--- config.mk ---
export PLATFORM = sky130hd
export DESIGN_NAME = framebuffer_arbiter
export DESIGN_NICKNAME = d
export VERILOG_FILES = /design/src/rtl/fb_arb_pkg.sv /design/src/rtl/fb_copy_engine.sv /design/src/rtl/framebuffer_arbiter.sv
export SDC_FILE = /design/constraint.sdc
export NUM_CORES = 1
export LEC_CHECK = 0
export ABC_AREA = 0
export CAP_MARGIN = 30
export CELL_PAD_IN_SITES_DETAIL_PLACEMENT = 2
export CELL_PAD_IN_SITES_GLOBAL_PLACEMENT = 2
export CORE_MARGIN = 10
export CORE_UTILIZATION = 10
export CTS_BUF_LIST = sky130_fd_sc_hd__clkbuf_4 sky130_fd_sc_hd__clkbuf_8
export DETAILED_ROUTE_END_ITERATION = 10
export GPL_TIMING_DRIVEN = 0
export PLACE_DENSITY_LB_ADDON = 0.1
export SYNTH_ARGS = -nofsm -noshare
export SYNTH_HDL_FRONTEND = slang
export SYNTH_SLANG_ARGS = --single-unit
--- constraint.sdc ---
create_clock -name i_clk -period 2.5 [get_ports i_clk]
set_input_delay 0.5 -clock i_clk [delete_from_list [all_inputs] [get_ports i_clk]]
set_output_delay 0.5 -clock i_clk [all_outputs]
set_load 0.01 [all_outputs]
--- src/rtl/fb_arb_pkg.sv ---
// Shared types and defaults for the double-buffered framebuffer arbiter.
// Optional copy-back feature is selected by FB_ARB_COPY_EN.
package fb_arb_pkg;

   localparam int ADDR_W_DEF = 8;
   localparam int DATA_W_DEF = 16;

   typedef enum logic [1:0] {
      IDLE,
      PENDING,
      COPY
   } state_t;

   typedef logic page_t;

endpackage

--- src/rtl/fb_copy_engine.sv ---
// Copies the front page into the back page after a flip, one pixel per
// read/write pair, yielding to the scanner on every display read cycle.
module fb_copy_engine
   import fb_arb_pkg::*;
#(
   parameter int ADDR_W = ADDR_W_DEF,
   parameter int DATA_W = DATA_W_DEF
) (
   input  logic              clk,
   input  logic              rst_n,
   input  logic              active,
   input  logic              disp_re,
   input  logic [DATA_W-1:0] mem_rdata,
   output logic              req,
   output logic              we,
   output page_t             to_back,
   output logic [ADDR_W-1:0] addr,
   output logic [DATA_W-1:0] wdata,
   output logic              done
);

   logic              phase;
   logic              fresh;
   logic [ADDR_W-1:0] cnt;
   logic [DATA_W-1:0] capt;
   logic              rd_go;
   logic              wr_go;

   assign rd_go   = active & ~phase & ~disp_re;
   assign wr_go   = active & phase & ~disp_re;
   assign req     = rd_go | wr_go;
   assign we      = wr_go;
   assign to_back = phase;
   assign addr    = cnt;
   assign wdata   = fresh ? mem_rdata : capt;
   assign done    = wr_go & (cnt == '1);

   // Advance phase/counter and hold read data until the write slot is free
   always_ff @(posedge clk) begin
      if (!rst_n) begin
         phase <= 1'b0;
         fresh <= 1'b0;
         cnt   <= '0;
         capt  <= '0;
      end else begin
         fresh <= rd_go;
         if (fresh)
            capt <= mem_rdata;
         if (!active) begin
            phase <= 1'b0;
            cnt   <= '0;
         end else if (rd_go) begin
            phase <= 1'b1;
         end else if (wr_go) begin
            phase <= 1'b0;
            cnt   <= cnt + 1'b1;
         end
      end
   end

endmodule

--- src/rtl/framebuffer_arbiter.sv ---
// Shares one 2-page RAM between scanner reads and host writes; flips
// pages on frame boundaries. FB_ARB_COPY_EN adds front-to-back copy.
module framebuffer_arbiter
   import fb_arb_pkg::*;
#(
   parameter int ADDR_W = ADDR_W_DEF,
   parameter int DATA_W = DATA_W_DEF
) (
   input  logic              i_clk,
   input  logic              i_rst_n,
   input  logic              i_disp_re,
   input  logic [ADDR_W-1:0] i_disp_raddr,
   output logic [DATA_W-1:0] o_disp_rdata,
   input  logic              i_disp_frame_done,
   input  logic              i_wr_valid,
   output logic              o_wr_ready,
   input  logic [ADDR_W-1:0] i_wr_addr,
   input  logic [DATA_W-1:0] i_wr_data,
   input  logic              i_swap_req,
   output logic              o_swap_pending,
   output logic              o_swap_done,
   output logic              o_front_page,
   output logic [ADDR_W:0]   o_mem_addr,
   output logic              o_mem_we,
   output logic [DATA_W-1:0] o_mem_wdata,
   input  logic [DATA_W-1:0] i_mem_rdata
);

   state_t            state;
   state_t            state_nx;
   page_t             front;
   logic              wr_acc;
   logic              flip;
   logic              cp_req;
   logic              cp_we;
   page_t             cp_back;
   logic [ADDR_W-1:0] cp_addr;
   logic [DATA_W-1:0] cp_wdata;
   logic              cp_done;

   assign o_wr_ready     = (state == IDLE) & ~i_disp_re;
   assign wr_acc         = i_wr_valid & o_wr_ready;
   assign o_swap_pending = (state != IDLE);
   assign o_front_page   = front;
   assign o_disp_rdata   = i_mem_rdata;
   assign flip           = (state == PENDING) & i_disp_frame_done;

`ifdef FB_ARB_COPY_EN
   fb_copy_engine #(
      .ADDR_W (ADDR_W),
      .DATA_W (DATA_W)
   ) u_copy (
      .clk       (i_clk),
      .rst_n     (i_rst_n),
      .active    (state == COPY),
      .disp_re   (i_disp_re),
      .mem_rdata (i_mem_rdata),
      .req       (cp_req),
      .we        (cp_we),
      .to_back   (cp_back),
      .addr      (cp_addr),
      .wdata     (cp_wdata),
      .done      (cp_done)
   );
`else
   assign cp_req   = 1'b0;
   assign cp_we    = 1'b0;
   assign cp_back  = 1'b0;
   assign cp_addr  = '0;
   assign cp_wdata = '0;
   assign cp_done  = 1'b0;
`endif

   // RAM port mux: scanner first, then host write, then copy engine
   always_comb begin
      o_mem_addr  = {front, i_disp_raddr};
      o_mem_we    = 1'b0;
      o_mem_wdata = i_wr_data;
      if (i_disp_re) begin
         o_mem_we = 1'b0;
      end else if (wr_acc) begin
         o_mem_addr = {~front, i_wr_addr};
         o_mem_we   = 1'b1;
      end else if (cp_req) begin
         o_mem_addr  = {front ^ cp_back, cp_addr};
         o_mem_we    = cp_we;
         o_mem_wdata = cp_wdata;
      end
   end

   // Next-state: a request waits for the next frame boundary to commit
   always_comb begin
      state_nx = state;
      unique case (state)
         IDLE:    if (i_swap_req) state_nx = PENDING;
         PENDING: begin
            if (i_disp_frame_done) begin
`ifdef FB_ARB_COPY_EN
               state_nx = COPY;
`else
               state_nx = IDLE;
`endif
            end
         end
         COPY:    if (cp_done) state_nx = IDLE;
         default: state_nx = IDLE;
      endcase
   end

   // State, front page and flip pulse registers
   always_ff @(posedge i_clk) begin
      if (!i_rst_n) begin
         state       <= IDLE;
         front       <= 1'b0;
         o_swap_done <= 1'b0;
      end else begin
         state       <= state_nx;
         o_swap_done <= flip;
         if (flip)
            front <= ~front;
      end
   end

endmodule

Word level (Yosys, flattened, before mapping)
Cells that the tools add are included.

Bits in registers: 4. Bits in latches: 0. Memory bits (writable): 0. Bits in read-only memories: 0. Bits of input ports: 54. Output and inout bits: 46. Word-level logic and storage cells: 23. Memories kept: 0.

Add/sub/neg operators: 0. Multipliers: 0. Div/mod/pow operators: 0. Magnitude comparators: 0. Equality and inequality tests: 4. Shifts and indexed selects: 0. Multiplexer cells: 7. Bitwise logic cells: 6. Reductions and logical operators: 3.

Operator list (count): $mux W9 (2); $pmux W2 S3 (1); $mux W2 (2); $ne A2 B2 Y1 const B (2); $and A1 B1 Y1 (3); $not A1 Y1 (3); $reduce_and A3 Y1 (1); $eq A2 B1 Y1 const B (1); $eq A2 B2 Y1 const B (1); $logic_not A2 Y1 (1); $mux W1 (2); $reduce_bool A2 Y1 (1).

Longest topological paths before layout
Depth after elaboration: 5. Gate-level depth with buffers: 3. Depth with buffers taken out: 2.

Least setup slack after synthesis
Ideal clock, no wire load.

Path kind: input-to-output. Start point: input port i_disp_re. End point: output port o_mem_addr[0]. Arrival time: 1.170 ns. Data required time: 2.000 ns. Slack: 0.830 ns. Stages on the path: 3. Buffers on the path: 1. Cell sequence: nor3b_2 buf_6 mux2_4.

Cells in the longest elaborated chain, start to end: 5.

RTL lines: start, declared (RTL line framebuffer_arbiter.sv:11) `input logic i_disp_re,`; $not A1 Y1 (RTL line framebuffer_arbiter.sv:41) `assign o_wr_ready = (state == IDLE) & ~i_disp_re;`; $and A1 B1 Y1 (RTL line framebuffer_arbiter.sv:41); $and A1 B1 Y1 (RTL line framebuffer_arbiter.sv:42) `assign wr_acc = i_wr_valid & o_wr_ready;`; $mux W9 (RTL line framebuffer_arbiter.sv:81) `end else if (wr_acc) begin`; $mux W9 (*) (RTL line framebuffer_arbiter.sv:79) `if (i_disp_re) begin`; end, declared (RTL line framebuffer_arbiter.sv:23) `output logic [ADDR_W:0] o_mem_addr,`.

Every way passes the cells marked *; elsewhere a longest branch is shown, timed or not.

Final worst setup path
Start point: input port i_disp_re. End point: output port o_mem_addr[6].

The elaborated chain is that of the path after synthesis.

==> results.txt <==
Hold Crit Class = reg2reg
EDFF count, synth = 0
die height = 91.3 µm
Pint = 315 µW
Yosys top cell area share = 0.473
final core utilization = 0.270
final wirelength = 2.92 mm
Die W = 91.3 µm
Period Utilization, post-route = 0.969
Root Buffer = clkbuf_8
DR WL/cell = 15.1 µm
Sw Share = 0.237
Clock Power Share = 0.362
DPL Wire Length = 2.75 mm
worst reg2reg path startpoint = state[0]
GRT Resource Usage Total = 0.0651
IO Pins = 100
vias in the first global route = 761
clock buffer depth = 2
clock transition at the registers of the reported paths = 0.03 ns
initial antenna violation count = 0
commonest cells in the netlist = buf_4, mux2_4, dfxtp_1
Seq pwr share = 0.132
reg2reg end = state[0]
RSZ-0062 raised after global routing = false
fin nets = 181
endpoints failing setup = 0
die area = 8330 µm²
required time worst endpoint = 2.00 ns
Post-Syn Instances = 55
status = finished, final reports clean
Port Buffer Count = 67
Fin Clk Skew = 0.000608 ns
first-pass GRT wire length = 4.13 mm
Net Sw Power = 97.7 µW
Crit Path Max Fanout = 10
DRC errors left = 0
crit-path leading delay family = buffers and inverters
Core Box Area = 4820 µm²
crit-path cells = clkdlybuf4s50_1 > nor3b_2 > buf_6 > mux2_4 > dlygate4sd2_1
Area growth, synth to finish = 156%
GPL Wtd Cong = 0.563
Yosys Warn Count = 0
leakage = 0.582 nW
Max Clk Rate = 413 MHz
area of placed instances = 1260 µm²
register area share after synthesis = 0.118
final hold vios = 0
Setup Fix Bufs, Post-CTS = 0
Netlist cell types = 14
predominant post-synthesis flop cell = dfxtp_1
CP Capture Type = output pin
critical path class = in2out
WHS = 0.588 ns
detailed router's first-iteration violation count = 8
CP max-delay cell = clkdlybuf4s50_1
final non-filler cell total = 193
Tmin final = 2.42 ns
Max-slew headroom = 0.829
Async S/R FF share, synth = 0
Crit path depth = 5
area leader, netlist = buf_4
Slew @ Worst Pin = 0.256 ns
layout cells sized above 1 = 0.373
CTS tree = done
Post-DRT Antenna Nets = 0
Worst setup startpoint = i_disp_re
CP Buf/Inv Count = 3
final-layout fill cell count = 591
largest net degree at the start of global routing = 11
Seq cells post-synth = 3
Post-Syn Nets = 109
Tot Pwr = 412 µW
pins over their slew limit = 0
post-DR vias/cell = 3.26
IR Drop Worst-Case VDD = 0.000170 V
grt total ovfl = 0
Starting Density = 0.105
DR pass1 iterations = 2
Worst Min Path Start = state[0]
Num CTS Buffers = 3
Sink Count = 3
synth top area cells = buf_4, mux2_4, dfxtp_1, nor3b_2, buf_6
Synth Cell Area = 508 µm²
R2R depth = 2
Critical Path Source Type = primary input
FF+latch area = 60.1 µm²
clk_lat worst skew = 0.21 ns
crit path DAT = 1.92 ns
area of the multi-input gates = 193 µm²
# placed instances = 189
R2R Setup Slk = 1.61 ns
Logic pwr share = 0.506
H-Tree Depth = 1
antenna cells = 0
max_cap viols = 0
total number of vias = 630
PwrDens = 317 nW/µm²
Row Count = 25
Syn Area/Cell = 9.24 µm²
Slowest Stage Delay on Critical Path = 0.44 ns
Worst Setup EP = o_mem_addr[6]
final instance area = 1300 µm²
cell with the most instances after synthesis = buf_4
==> flip-flops by register name (all words and copies together) (netlist names) <==
signal / flops
o_front_page: 1
o_swap_done: 1
state: 1
==> layout by cell type (no fill, tap or decap) <==
cell / Yosys / final
or2b_1: 1 / 1
inv_1: 1 / 1
nand3b_1: 1 / 1
buf_6: 1 / 1
and3_1: 1 / 1
xor2_1: 1 / 1
dlygate4sd2_1: 0 / 9
nor3b_2: 1 / 1
clkbuf_4: 0 / 1
mux2_4: 8 / 8
a21oi_1: 2 / 2
buf_4: 32 / 32
a21bo_2: 1 / 1
dfxtp_1: 3 / 3
clkbuf_8: 0 / 3
clkdlybuf4s50_1: 0 / 58
nor2_1: 1 / 1
nand2b_1: 1 / 1
==> per-layer routing <==
metal	share of wire	routed length, µm	GRT usage
met1	0.35	1020	0.0575
met4	0	0	0.0117
met5	0	0	0
met2	0.49	1440	0.115
met3	0.16	453	0.0527
==> worst min-delay path by stage <==
| stage | endpoint | slack (ns) | depth (start not counted) |
|---|---|---|---|
| after floorplan | o_front_page | 0.57 | 2 |
| after global placement | o_front_page | 0.59 | 2 |
| after detailed placement | o_swap_done | 0.60 | 1 |
| after CTS | o_swap_done | 0.60 | 1 |
| after global routing | o_swap_done | 0.63 | 1 |
| final | o_swap_done | 0.59 | 1 |
==> layout make-up <==
cell class                      instances  area share
Tap cell                               67      0.0645
Buffer                                 33       0.193
Inverter                                1     0.00289
Sequential cell                         3      0.0462
Clock buffer                            4      0.0375
Multi-Input combinational cell         18       0.148
Timing Repair Buffer                   67       0.507
==> through the flow <==
step                setup slack [ns]  TNS (ns)
detailed placement            -0.147     -1.19
global placement              -0.134     -1.06
CTS                           0.0524         0
floorplan                      0.830         0
global route                 0.00768         0
finish                        0.0768         0
==> power by group through the flow <==
| stage | Sequential, mW | Combinational [mW] | Clock, mW |
|---|---|---|---|
| 2_1_floorplan | 0.0554 | 0.0921 | 0 |
| 3_3_place_gp | 0.0552 | 0.219 | 0 |
| 3_5_place_dp | 0.0551 | 0.223 | 0 |
| 4_1_cts | 0.0545 | 0.214 | 0.154 |
| 5_1_grt | 0.0552 | 0.223 | 0.162 |
| 6_report | 0.0543 | 0.209 | 0.149 |
==> worst reg2reg max path: cells and delay by family (launching register included) <==
kind	cells	cell delay [ns]
DFF	1	0.45
and+or+nand+nor	1	0.25
AOI/OAI and AO/OA	1	0.11
==> cell families after synthesis <==
group                  count (synthesis)  share of synthesized area
flip-flops                             3                      0.118
buffers and inverters                 34                      0.502
AO/OA/AOI/OAI                          3                     0.0394
AND/OR/NAND/NOR                        6                     0.0862
multiplexers                           8                      0.236
XOR/XNOR                               1                     0.0172
==> repair_timing <==
item,CTS,global route
hold buffers,0,0
endpoints found under the setup margin,9,0
gates resized for setup,9,0
Power figures use the tool's default switching activity.
==> edit 1 (same settings) <==
The 3 states of `state_t` get a one-hot encoding in 3 bits.
--- a/src/rtl/fb_arb_pkg.sv
+++ b/src/rtl/fb_arb_pkg.sv
@@ -6,8 +6,8 @@
    localparam int DATA_W_DEF = 16;
 
-   typedef enum logic [1:0] {
-      IDLE,
-      PENDING,
-      COPY
+   typedef enum logic [2:0] {
+      IDLE    = 3'b001,
+      PENDING = 3'b010,
+      COPY    = 3'b100
    } state_t;
 
Check against the original RTL: no difference found for any inputs over 10 cycles, from zero or initial values and one cycle with i_rst_n low; not proved beyond that.
==> edit 1 against the unedited design <==
Design area increased by 5.5%. Setup slack lost 17 ps. Die area grew 6.7%. Area after synthesis grew 8.6%. Register-to-register slack gained 40 ps. Cell count increased by 4.7%. Via count rose by 4.9%. Sequential cell count is 1 higher. Total power up 1.8%. Wire length is 5.2% higher.
==> edit 1: results (changes against the unedited design) <==
Clocking
  – Post-cts resize count: 11 (was 9)
  – Post-CTS setup buffers: 1 (was 0)

Route
  – Met1 Wirelength: 1.013 mm (was 1.023 mm)
  – Initial DRC Count: 6 (was 8)
  – Routed WL: 3.071 mm (was 2.918 mm)
  – Met2 wire len: 1.599 mm (was 1.441 mm)
  – Routed wl met3: 458 um (was 453 um)

Outcome
  – Outcome: finished, final reports clean (unchanged)

Placed design
  – Cell area after placement: 1310 sq um (was 1262 sq um)
  – Final Wtd Congestion: 0.6222 (was 0.5628)

GRT
  – Global routing usage on met1: 5.508% (was 5.754%)
  – Global-route wire length before repair: 4.381 mm (was 4.133 mm)
  – Met3 Use GR: 4.077% (was 5.267%)
  – Largest net degree at the start of global routing: 6 (was 11)
  – Vias in the first global route: 765 (was 761)

Power
  – Cell internal pwr: 0.3208 mW (was 0.3148 mW)
  – VDD IR max: 0.1171 mV (was 0.1702 mV)
  – P_leak: 0.6086 nW (was 0.5816 nW)

Logic synthesis
  – Synth cell types: 16 (was 14)
  – Net Count, Synth: 113 (was 109)
  – Most frequent cells after synthesis: buf_4 (32), mux2_4 (8), dfxtp_1 (4) (was buf_4 (32), mux2_4 (8), dfxtp_1 (3))
  – Sequential area share after synthesis: 14.51% (was 11.82%)

STA
  – Worst clock skew: 0.02491 ps (was 0.6081 ps)
  – Rel. slew slack: 88.31% (was 82.89%)

Final layout
  – Fill count: 585 (was 591)
  – Nets: 188 (was 181)

Worst setup path
  – Critical path arrival: 1940 ps (was 1920 ps)
edit 1: power by group through the flow:
stage | logic (mW) | registers [mW] | clock network [mW]
global placement | 0.222 | 0.0705 | 0
floorplan | 0.0957 | 0.0699 | 0
CTS | 0.221 | 0.0699 | 0.136
finish | 0.219 | 0.0699 | 0.131
global route | 0.235 | 0.0704 | 0.137
detailed placement | 0.225 | 0.0708 | 0
edit 1: area by class of cell:
| type | count | area [sq um] | area share [%] |
|---|---|---|---|
| Buffer | 33 | 251.5 | 18.34 |
| Clock buffer | 3 | 41.29 | 3.011 |
| Inverter | 1 | 3.754 | 0.2737 |
| Multi-Input combinational cell | 21 | 216.5 | 15.78 |
| Sequential cell | 4 | 80.08 | 5.839 |
| Tap cell | 70 | 87.58 | 6.387 |
| Timing Repair Buffer | 70 | 690.7 | 50.36 |
edit 1: cell families after synthesis:
logic type                share of synthesized area [%]
and+or+nand+nor                                   11.79
xor gates and xnor gates                          1.588
DFF                                               14.51
buffers and inverters                             46.26
muxes                                             23.58
AOI/OAI and AO/OA                                 2.267
edit 1: worst register-to-register path, delay by kind of cell, from the launching register on:
| kind | cells | cell delay, ps |
|---|---|---|
| and+or+nand+nor | 1 | 210 |
| AOI/OAI and AO/OA | 1 | 170 |
| DFF | 1 | 360 |
edit 1: worst paths after layout:
check                       startpoint                         to  slack, ps  cells past startpoint
max                          i_disp_re                   o_mem_we         60                      4
min          o_front_page$_SDFFE_PN0P_  o_front_page$_SDFFE_PN0P_        520                      2
max reg2reg      state[1]$_SDFFE_PN0P_      state[1]$_SDFFE_PN0P_       1650                      2
min reg2reg  o_front_page$_SDFFE_PN0P_  o_front_page$_SDFFE_PN0P_        520                      2
==> edit 2 (same flow settings) <==
Made on the original files. `DATA_W_DEF`: 16 -> 14.
--- a/src/rtl/fb_arb_pkg.sv
+++ b/src/rtl/fb_arb_pkg.sv
@@ -4,5 +4,5 @@
 
    localparam int ADDR_W_DEF = 8;
-   localparam int DATA_W_DEF = 16;
+   localparam int DATA_W_DEF = 14;
 
    typedef enum logic [1:0] {
Interface: changed (resized i_mem_rdata, i_wr_data, o_disp_rdata and o_mem_wdata); port bits go from 100 to 92. The function was not compared with the original's and may differ.
==> edit 2 against the unedited design <==
Design area fell by 6.6%. Global-route usage fell by 1.1 points. Setup slack got worse by 3.6 ps. Via count fell by 6.3%. Wire length fell by 16%. Synthesized cell count fell by 7.3%. Highest routed layer is now met4. Register-to-register slack barely moved. Utilization fell by 1.1 points. Area after synthesis fell by 5.9%. Sequential cell count did not move. Total power fell by 2.7%. Cell count fell by 11%. Hold slack improved by 9.9 ps.
==> edit 2: results (changes against the unedited design) <==
GRT
  – Total GRT Usage: 5.360% (was 6.505%)
  – Global routing usage on met1: 5.558% (was 5.754%)
  – Met3 Use GR: 4.467% (was 5.267%)
  – Largest net degree at the start of global routing: 11 (unchanged)
  – GR Layer Usage met2: 7.921% (was 11.46%)
  – Global-route wire length before repair: 3.167 mm (was 4.133 mm)
  – Vias in the first global route: 617 (was 761)
  – Initial antenna violation count: 0 (unchanged)

STA
  – Slew @ Worst Pin: 265.0 ps (was 256.3 ps)
  – Worst clock skew: 3.018 ps (was 0.6081 ps)

Power
  – Combinational cell power: 0.194 mW (was 0.209 mW)
  – Sw Share: 23.81% (was 23.68%)
  – P_leak: 0.5467 nW (was 0.5816 nW)
  – Flop+latch power: 0.0545 mW (was 0.0543 mW)
  – VDD IR max: 0.2591 mV (was 0.1702 mV)

Clocking
  – Worst skew pair latency: 220 ps
  – Post-cts resize count: 9 (unchanged)
  – Clk buf depth: 2 (unchanged)
  – CTS H-Tree Depth: 1 (unchanged)
  – Worst-path clk slew: 30 ps (about the same)
  – Post-CTS setup buffers: 0 (unchanged)
  – CTS root buf: clkbuf_8 (unchanged)

Worst setup path
  – Worst-path maximum fanout: 10 (unchanged)
  – R2r worst-path depth: 2 (unchanged)
  – Crit path max-delay cell type: clkdlybuf4s50_1 (unchanged)
  – CP max stage delay: 430 ps
  – Delay-heaviest family, CP: buffers and inverters (unchanged)
  – Critical path arrival: 1930 ps

Logic synthesis
  – Yosys reg bits: 3 (unchanged)
  – Sequential area share after synthesis: 12.57% (was 11.82%)
  – Net Count, Synth: 101 (was 109)
  – Post-synth ARST share: 0% (unchanged)
  – Top cells by area, synth: buf_4 (44%), mux2_4 (25%), dfxtp_1 (13%), nor3b_2 (2.6%), buf_6 (2.4%) (was buf_4 (47%), mux2_4 (24%), dfxtp_1 (12%), nor3b_2 (2.5%), buf_6 (2.2%))
  – Syn. warnings: 0 (unchanged)
  – Most used DFF post-synth: dfxtp_1 (unchanged)
  – Mapped Cells: 51 (was 55)
  – Most frequent cells after synthesis: buf_4 (28), mux2_4 (8), dfxtp_1 (3) (was buf_4 (32), mux2_4 (8), dfxtp_1 (3))
  – Synth cell types: 14 (unchanged)

Route
  – Routed WL: 2.453 mm (was 2.918 mm)
  – Number of remaining DRC errors: 0 (unchanged)
  – Via/cell ratio: 3.430 (was 3.264)
  – Initial DRC Count: 2 (was 8)
  – Wire length per cell: 14.26 um (was 15.12 um)
  – Pre-antenna DRT Iters: 2 (unchanged)

Placed design
  – Port Buffers: 63 (was 67)
  – Pre-CTS setup slack: -152.6 ps (was -147.2 ps)
  – Cell area after placement: 1176 sq um (was 1262 sq um)
  – Dpl cells: 168 (was 189)
  – Final Wtd Congestion: 0.6231 (was 0.5628)

Worst hold path
  – Worst Hold Depth: 1 (unchanged)
  – Hold crit path type: flop to flop (unchanged)

Final layout
  – Nets: 169 (was 181)
  – Layout cell share with drive strength beyond 1: 36.44% (was 37.30%)
  – ANT cells: 0 (unchanged)

Outcome
  – Outcome: finished, final reports clean (unchanged)
-- edit 2: cell types whose count changed after synthesis, sizes merged --
| cell | before | now |
|---|---|---|
| buf | 33 | 29 |
-- edit 2: cell type report --
type	count	area, sq um
fill	536	3478
timing repair buffer	63	619.3
buffer	29	221.5
multi-input combinational	18	192.7
tap	54	67.56
sequential	3	60.06
clock buffer	4	48.80
inverter	1	3.754
-- edit 2: cell families after synthesis --
| kind of cell | count (synthesis) | synth area share [%] |
|---|---|---|
| DFF | 3 | 12.57 |
| muxes | 8 | 25.13 |
| buffers and inverters | 30 | 47.12 |
| and+or+nand+nor | 6 | 9.164 |
| AOI/OAI and AO/OA | 3 | 4.189 |
| xor gates and xnor gates | 1 | 1.833 |
-- edit 2: per-stage QoR --
step / power (mW) / util [%] / setup TNS (ps) / hold slack, ps
6_report: 0.4012 / 25.87 / 0 / 598.3
5_1_grt: 0.4246 / 25.87 / 0 / 646.9
4_1_cts: 0.4119 / 25.87 / 0 / 617.8
3_5_place_dp: 0.2623 / 25.07 / -1166 / 604.3
3_3_place_gp: 0.2597 / 25.07 / -887.7 / 582.8
2_1_floorplan: 0.1409 / - / 0 / 574.0
-- edit 2: path summary, 6_finish.rpt --
| check | start | to | slack (ps) |
|---|---|---|---|
| worst max-delay path | i_disp_re | o_mem_addr[3] | 70 |
| worst min-delay path | state[0]$_SDFFE_PN0P_ | o_swap_done$_SDFF_PN0_ | 600 |
| worst max register to register | state[0]$_SDFFE_PN0P_ | state[0]$_SDFFE_PN0P_ | 1610 |
| worst min register to register | state[0]$_SDFFE_PN0P_ | o_swap_done$_SDFF_PN0_ | 600 |
-- edit 2: per-layer routing --
layer  part of all wire (%)  vias up
met5                      0        -
met4                   0.37        0
met3                     18        2
met2                     42       60
met1                     40      257
li1                       -      271
